$ cat src/rtl/multicycle_controller.sv
// Multicycle control unit for a small RV64 subset (add/sub/and/or/addi/ld/sd/beq).
// A six-state FSM sequences each instruction; strobes are decoded from state and the latched IR.
module multicycle_controller #(
  parameter int WORDSIZE         = 64,
  parameter int INSTRUCTION_SIZE = 32
) (
  input  logic                        clk,
  input  logic                        rst,
  input  logic [INSTRUCTION_SIZE-1:0] instruction,
  input  logic                        alu_zero,
  output logic                        ir_load,
  output logic                        pc_en,
  output logic                        pc_sel,
  output logic [4:0]                  rf_addr_a,
  output logic [4:0]                  rf_addr_b,
  output logic [4:0]                  rf_write_addr,
  output logic                        rf_write_en,
  output logic [WORDSIZE-1:0]         immediate,
  output logic                        mux_0_sel,
  output logic                        mux_1_sel,
  output logic                        mux_2_sel,
  output logic [2:0]                  alu_operation,
  output logic                        dm_write_en,
  output logic [2:0]                  state,
  output logic                        trap
);

  typedef enum logic [2:0] {
    FETCH     = 3'b000,
    DECODE    = 3'b001,
    EXECUTE   = 3'b010,
    MEMORY    = 3'b011,
    WRITEBACK = 3'b100,
    TRAP      = 3'b101
  } state_t;

  typedef enum logic [3:0] {
    OP_ADD,
    OP_SUB,
    OP_AND,
    OP_OR,
    OP_ADDI,
    OP_LD,
    OP_SD,
    OP_BEQ,
    OP_ILLEGAL
  } op_t;

  localparam logic [6:0] OPC_RTYPE  = 7'b0110011;
  localparam logic [6:0] OPC_OPIMM  = 7'b0010011;
  localparam logic [6:0] OPC_LOAD   = 7'b0000011;
  localparam logic [6:0] OPC_STORE  = 7'b0100011;
  localparam logic [6:0] OPC_BRANCH = 7'b1100011;

  localparam logic [2:0] ALU_ADD = 3'b000;
  localparam logic [2:0] ALU_SUB = 3'b001;
  localparam logic [2:0] ALU_AND = 3'b010;
  localparam logic [2:0] ALU_OR  = 3'b011;

  state_t      current_state;
  logic [31:0] ir;
  op_t         op;

  logic [6:0] opcode;
  logic [2:0] funct3;
  logic [6:0] funct7;
  logic [4:0] rd;

  assign opcode = ir[6:0];
  assign rd     = ir[11:7];
  assign funct3 = ir[14:12];
  assign funct7 = ir[31:25];

  assign rf_addr_a     = ir[19:15];
  assign rf_addr_b     = ir[24:20];
  assign rf_write_addr = rd;
  assign state         = current_state;

  // Instruction classification from the latched IR; anything not matched exactly is illegal.
  always_comb begin
    op = OP_ILLEGAL;
    case (opcode)
      OPC_RTYPE: begin
        if (funct3 == 3'b000 && funct7 == 7'b0000000)      op = OP_ADD;
        else if (funct3 == 3'b000 && funct7 == 7'b0100000) op = OP_SUB;
        else if (funct3 == 3'b111 && funct7 == 7'b0000000) op = OP_AND;
        else if (funct3 == 3'b110 && funct7 == 7'b0000000) op = OP_OR;
      end
      OPC_OPIMM:  if (funct3 == 3'b000) op = OP_ADDI;
      OPC_LOAD:   if (funct3 == 3'b011) op = OP_LD;
      OPC_STORE:  if (funct3 == 3'b011) op = OP_SD;
      OPC_BRANCH: if (funct3 == 3'b000) op = OP_BEQ;
      default:    op = OP_ILLEGAL;
    endcase
  end

  always_comb begin
    immediate = '0;
    case (op)
      OP_ADDI, OP_LD: immediate = {{(WORDSIZE-12){ir[31]}}, ir[31:20]};
      OP_SD:          immediate = {{(WORDSIZE-12){ir[31]}}, ir[31:25], ir[11:7]};
      OP_BEQ:         immediate = {{(WORDSIZE-13){ir[31]}}, ir[31], ir[7], ir[30:25], ir[11:8], 1'b0};
      default:        immediate = '0;
    endcase
  end

  // ALU steering for the current instruction; only driven out in the ALU-using states.
  logic       b_from_rf;
  logic [2:0] alu_code;

  always_comb begin
    b_from_rf = 1'b0;
    alu_code  = ALU_ADD;
    case (op)
      OP_ADD:  begin b_from_rf = 1'b1; alu_code = ALU_ADD; end
      OP_SUB:  begin b_from_rf = 1'b1; alu_code = ALU_SUB; end
      OP_AND:  begin b_from_rf = 1'b1; alu_code = ALU_AND; end
      OP_OR:   begin b_from_rf = 1'b1; alu_code = ALU_OR;  end
      OP_BEQ:  begin b_from_rf = 1'b1; alu_code = ALU_SUB; end
      default: begin b_from_rf = 1'b0; alu_code = ALU_ADD; end
    endcase
  end

  // NOTE: state registers use non-blocking assignments so every flop samples pre-edge values.
  always_ff @(posedge clk or posedge rst) begin
    if (rst) begin
      current_state <= FETCH;
      ir            <= '0;
    end else begin
      case (current_state)
        FETCH: begin
          ir            <= instruction[31:0];
          current_state <= DECODE;
        end
        DECODE:
          current_state <= (op == OP_ILLEGAL) ? TRAP : EXECUTE;
        EXECUTE: begin
          case (op)
            OP_BEQ:                          current_state <= FETCH;
            OP_LD, OP_SD:                    current_state <= MEMORY;
            OP_ADD, OP_SUB, OP_AND, OP_OR,
            OP_ADDI:                         current_state <= WRITEBACK;
            default:                         current_state <= TRAP;
          endcase
        end
        MEMORY: begin
          if (op == OP_LD)      current_state <= WRITEBACK;
          else if (op == OP_SD) current_state <= FETCH;
          else                  current_state <= TRAP;
        end
        WRITEBACK: current_state <= FETCH;
        TRAP:      current_state <= TRAP;
        default:   current_state <= TRAP;
      endcase
    end
  end

  // NOTE: every output gets a default first so no path through the case can infer a latch.
  always_comb begin
    ir_load       = 1'b0;
    pc_en         = 1'b0;
    pc_sel        = 1'b0;
    rf_write_en   = 1'b0;
    mux_0_sel     = 1'b0;
    mux_1_sel     = 1'b0;
    mux_2_sel     = 1'b0;
    alu_operation = ALU_ADD;
    dm_write_en   = 1'b0;
    trap          = 1'b0;
    case (current_state)
      FETCH:  ir_load = 1'b1;
      DECODE: ;
      EXECUTE: begin
        mux_1_sel     = b_from_rf;
        alu_operation = alu_code;
        if (op == OP_BEQ) begin
          pc_en  = 1'b1;
          pc_sel = alu_zero;
        end
      end
      MEMORY: begin
        mux_1_sel     = b_from_rf;
        alu_operation = alu_code;
        if (op == OP_SD) begin
          dm_write_en = 1'b1;
          pc_en       = 1'b1;
        end
      end
      WRITEBACK: begin
        // ALU steering is held so an unregistered alu_result stays valid for writeback.
        mux_1_sel     = b_from_rf;
        alu_operation = alu_code;
        mux_2_sel     = (op == OP_LD);
        rf_write_en   = (rd != 5'd0);
        pc_en         = 1'b1;
      end
      TRAP:    trap = 1'b1;
      default: trap = 1'b1;
    endcase
  end

endmodule

$ cat config.mk
export PLATFORM = sky130hd
export DESIGN_NAME = multicycle_controller
export DESIGN_NICKNAME = d
export VERILOG_FILES = /design/src/rtl/multicycle_controller.sv
export SDC_FILE = /design/constraint.sdc
export NUM_CORES = 1
export LEC_CHECK = 0
export CAP_MARGIN = 0
export CORE_UTILIZATION = 29
export CTS_CLUSTER_SIZE = 14
export DETAILED_ROUTE_END_ITERATION = 12
export GPL_TIMING_DRIVEN = 1
export PLACE_DENSITY = 0.62
export RECOVER_POWER = 100
export SYNTH_ARGS = -nofsm -noshare
export SYNTH_HDL_FRONTEND = slang
export SYNTH_SLANG_ARGS = --single-unit
$ cat constraint.sdc
create_clock -name clk -period 5.6 [get_ports clk]
set_input_delay 1.12 -clock clk [delete_from_list [all_inputs] [get_ports clk]]
set_output_delay 1.12 -clock clk [all_outputs]
set_load 0.02 [all_outputs]
==> flow_metrics.tcl <==
set metrics [dict create \
    insertion_delay_ns 0.29 \
    cts_setup_buffers 0 \
    vdd_drop_max_v 0.000105 \
    reg2reg_to "ir[1]" \
    r2r_start "state[0]" \
    timing.final.crit_share_pct 87.5 \
    drtAntennaViolNets 0 \
    antenna_found_initial 0 \
    min_to "ir[16]" \
    tightest_slew_ns 1.84 \
    violations "capacitance limit, slew limit" \
    gp_congestion 0.880 \
    initial_utilization_pct 30.7 \
    h-tree-depth 2 \
    fmax_mhz 204 \
    rr_worst_depth 3 \
    report.final.slew_viol_count 34 \
    period_minus_slack_ns 4.90 \
    avgSynthCellArea_sq_um 10.3 \
    hp-class "flip-flop to flip-flop" \
    yosys_warnings 0 \
    power.leakage_nw 1.50 \
    io_pins 129 \
    grt_pass1_vias 1837 \
    min_from "ir[16]" \
    rows 32 \
    firstDrtPassIters 4 \
    crit_chain "nor4_4, o2111ai_1, a21oi_2, ha_1, a211oi_1, o21a_1, nor2b_2, clkbuf_2, dlygate4sd3_1" \
    path_max_fanout 32 \
    ys.flop_type "dfrtp_1" \
    drt_iter0_markers 67 \
    drc 0 \
    synth-seq-cells 35 \
    synth_cells 235 \
    rsz0062_at_grt "no" \
    cp-start-kind "flip-flop" \
    synth_top_area_share_pct 36.2 \
    portBuffers 126 \
    tritoncts "built" \
    path_buf_inv 2 \
    overflow 0 \
    critPathArrivalTime_ns 3.78 \
    drive_above_1_share_pct 16.0 \
    final_core_util_pct 42.8 \
    synth_largest_area_cell "dfrtp_1" \
    grt_use_total_pct 13.5 \
    endpoint_kind "output pin" \
    nNetsFinal 336 \
    status "complete, but fails checks" \
    cts_buffers 5 \
    cts-hold-fix-buffers 0 \
    synth.cell_area_sq_um 2420 \
    path_class "flip-flop to output pin" \
    skew_ns 0.00237 \
    dp_hpwl_mm 4.20 \
    hold_viol 0 \
    max-cap-violations 1 \
    routed_wl_mm 5.58 \
    ys_top_cells_by_area "dfrtp_1 36%, buf_4 22%, mux2_2 14%" \
    regToRegSetupSlack_ns 2.83 \
    clk_pin_slew_worst_paths_ns 0.08 \
    hold_depth 1 \
    cp_slowest_stage_delay_ns 0.73 \
    ys_seq_area_share_pct 36.2 \
    vias 1869 \
    maxSlewHeadroom_pct -22.6 \
    antennaDiodeCount 0 \
    ys_types 46 \
    worst-path-stages 9 \
    cts_sinks 35 \
    die_h_um 93.4 \
    die_w_um 93.4 \
    setup_viol 0 \
    tns_ns 0 \
    post_cts_resized 0 \
    grt_pass1_wl_mm 9.11 \
    dieArea_sq_um 8720 \
    crit_slowest_cell "dlygate4sd3_1" \
    cts_root_buffer "clkbuf_8" \
    worst-endpoint-required_ns 4.48 \
    wl_per_cell_um 13.9 \
    vias_per_cell 4.65 \
    powerDensity_nw_per_um2 164 \
    synthArstFlopShare_pct 100 \
    design.core.area_sq_um 7890 \
    fillCellCount 784 \
    clockBufferDepth 2 \
    critical-path-top-delay-family "buffers and inverters" \
    synth_edf_count 0 \
    grt_max_degree 34 \
    syn_to_final_growth_pct 39.5 \
]
[stage by stage]
step	hold slack (ns)	worst slack (ns)	total power, mW	area [sq um]	std cells
after floorplan	0.473	0.476	0.326	2430	236
after global placement	0.489	1.09	0.362	3310	394
after detailed placement	0.498	0.980	0.363	3310	394
after CTS	0.516	0.654	0.568	3400	402
after global routing	0.532	0.291	0.580	3380	402
final	0.509	0.701	0.554	3380	402
[metal layers]
layer  global-route usage [%]  vias up  part of all wire [%]
li1                         -      872                     -
met1                     15.6      869                    41
met2                     22.9      117                    46
met3                     4.23       11                    11
met4                     5.51        0                   2.0
met5                        0        -                     0
[layout by cell type, fill, tap and decap left out, types with 3 or more instances in the layout]
master	count
dfrtp_1	35
o211ai_1	3
a21oi_1	6
clkbuf_1	3
clkdlybuf4s50_1	35
dlygate4sd3_1	91
inv_1	5
nor3_1	6
nor2b_1	7
clkbuf_8	6
a22o_1	6
mux2_2	31
and3b_1	3
nand2_1	7
nor2_1	8
o21ai_0	5
[sequential cells by signal, indices dropped and copies added, names as in the netlist]
signal and flops:
ir 32, state 3
[cell families after synthesis]
logic type                 synth area share (%)
AOI/OAI and AO/OA                          10.2
and+or+nand+nor                            14.6
adders and majority gates                  1.03
xor gates and xnor gates                  0.362
DFF                                        36.2
buffers and inverters                      23.1
other                                     0.155
muxes                                      14.4
[power by group]
part | internal, mW | total, mW | leakage, nW | switching (mW)
sequential | 0.265 | 0.278 | 0.405 | 0.0129
combinational | 0.0447 | 0.0752 | 1.05 | 0.0305
clock | 0.101 | 0.201 | 0.0484 | 0.100
total | 0.410 | 0.554 | 1.50 | 0.143
[cells in the mapped netlist (2+ instances only)]
library cell	instances
a211oi_1	2
a21o_1	2
a21oi_1	6
a22o_1	6
and3_1	2
and3b_1	3
and4bb_2	2
buf_2	3
buf_4	70
dfrtp_1	35
ha_1	2
inv_1	5
mux2_2	31
nand2_1	7
nand3_1	2
nor2_1	8
nor2b_1	8
nor3_1	5
nor3b_1	2
o211ai_1	3
o21a_1	2
o21ai_0	5
[how the worst max path moves through the flow]
stage / from / end
floorplan: ir[26] / immediate[13]
global placement: ir[26] / immediate[15]
detailed placement: ir[26] / immediate[63]
CTS: ir[26] / immediate[63]
global route: ir[26] / immediate[54]
finish: ir[26] / immediate[63]
[final cells by class]
cell class                 instances  area [sq um]  share of cell area (%)
clock buffer                       7          86.3                    2.55
multi-input combinational        123           988                    29.2
clock inverter                     1          8.76                   0.259
sequential                        35           876                    25.9
timing repair buffer             129          1270                    37.7
tap                              102           128                    3.78
inverter                           5          18.8                   0.555
No activity file was read; power rests on OpenSTA's default activity.
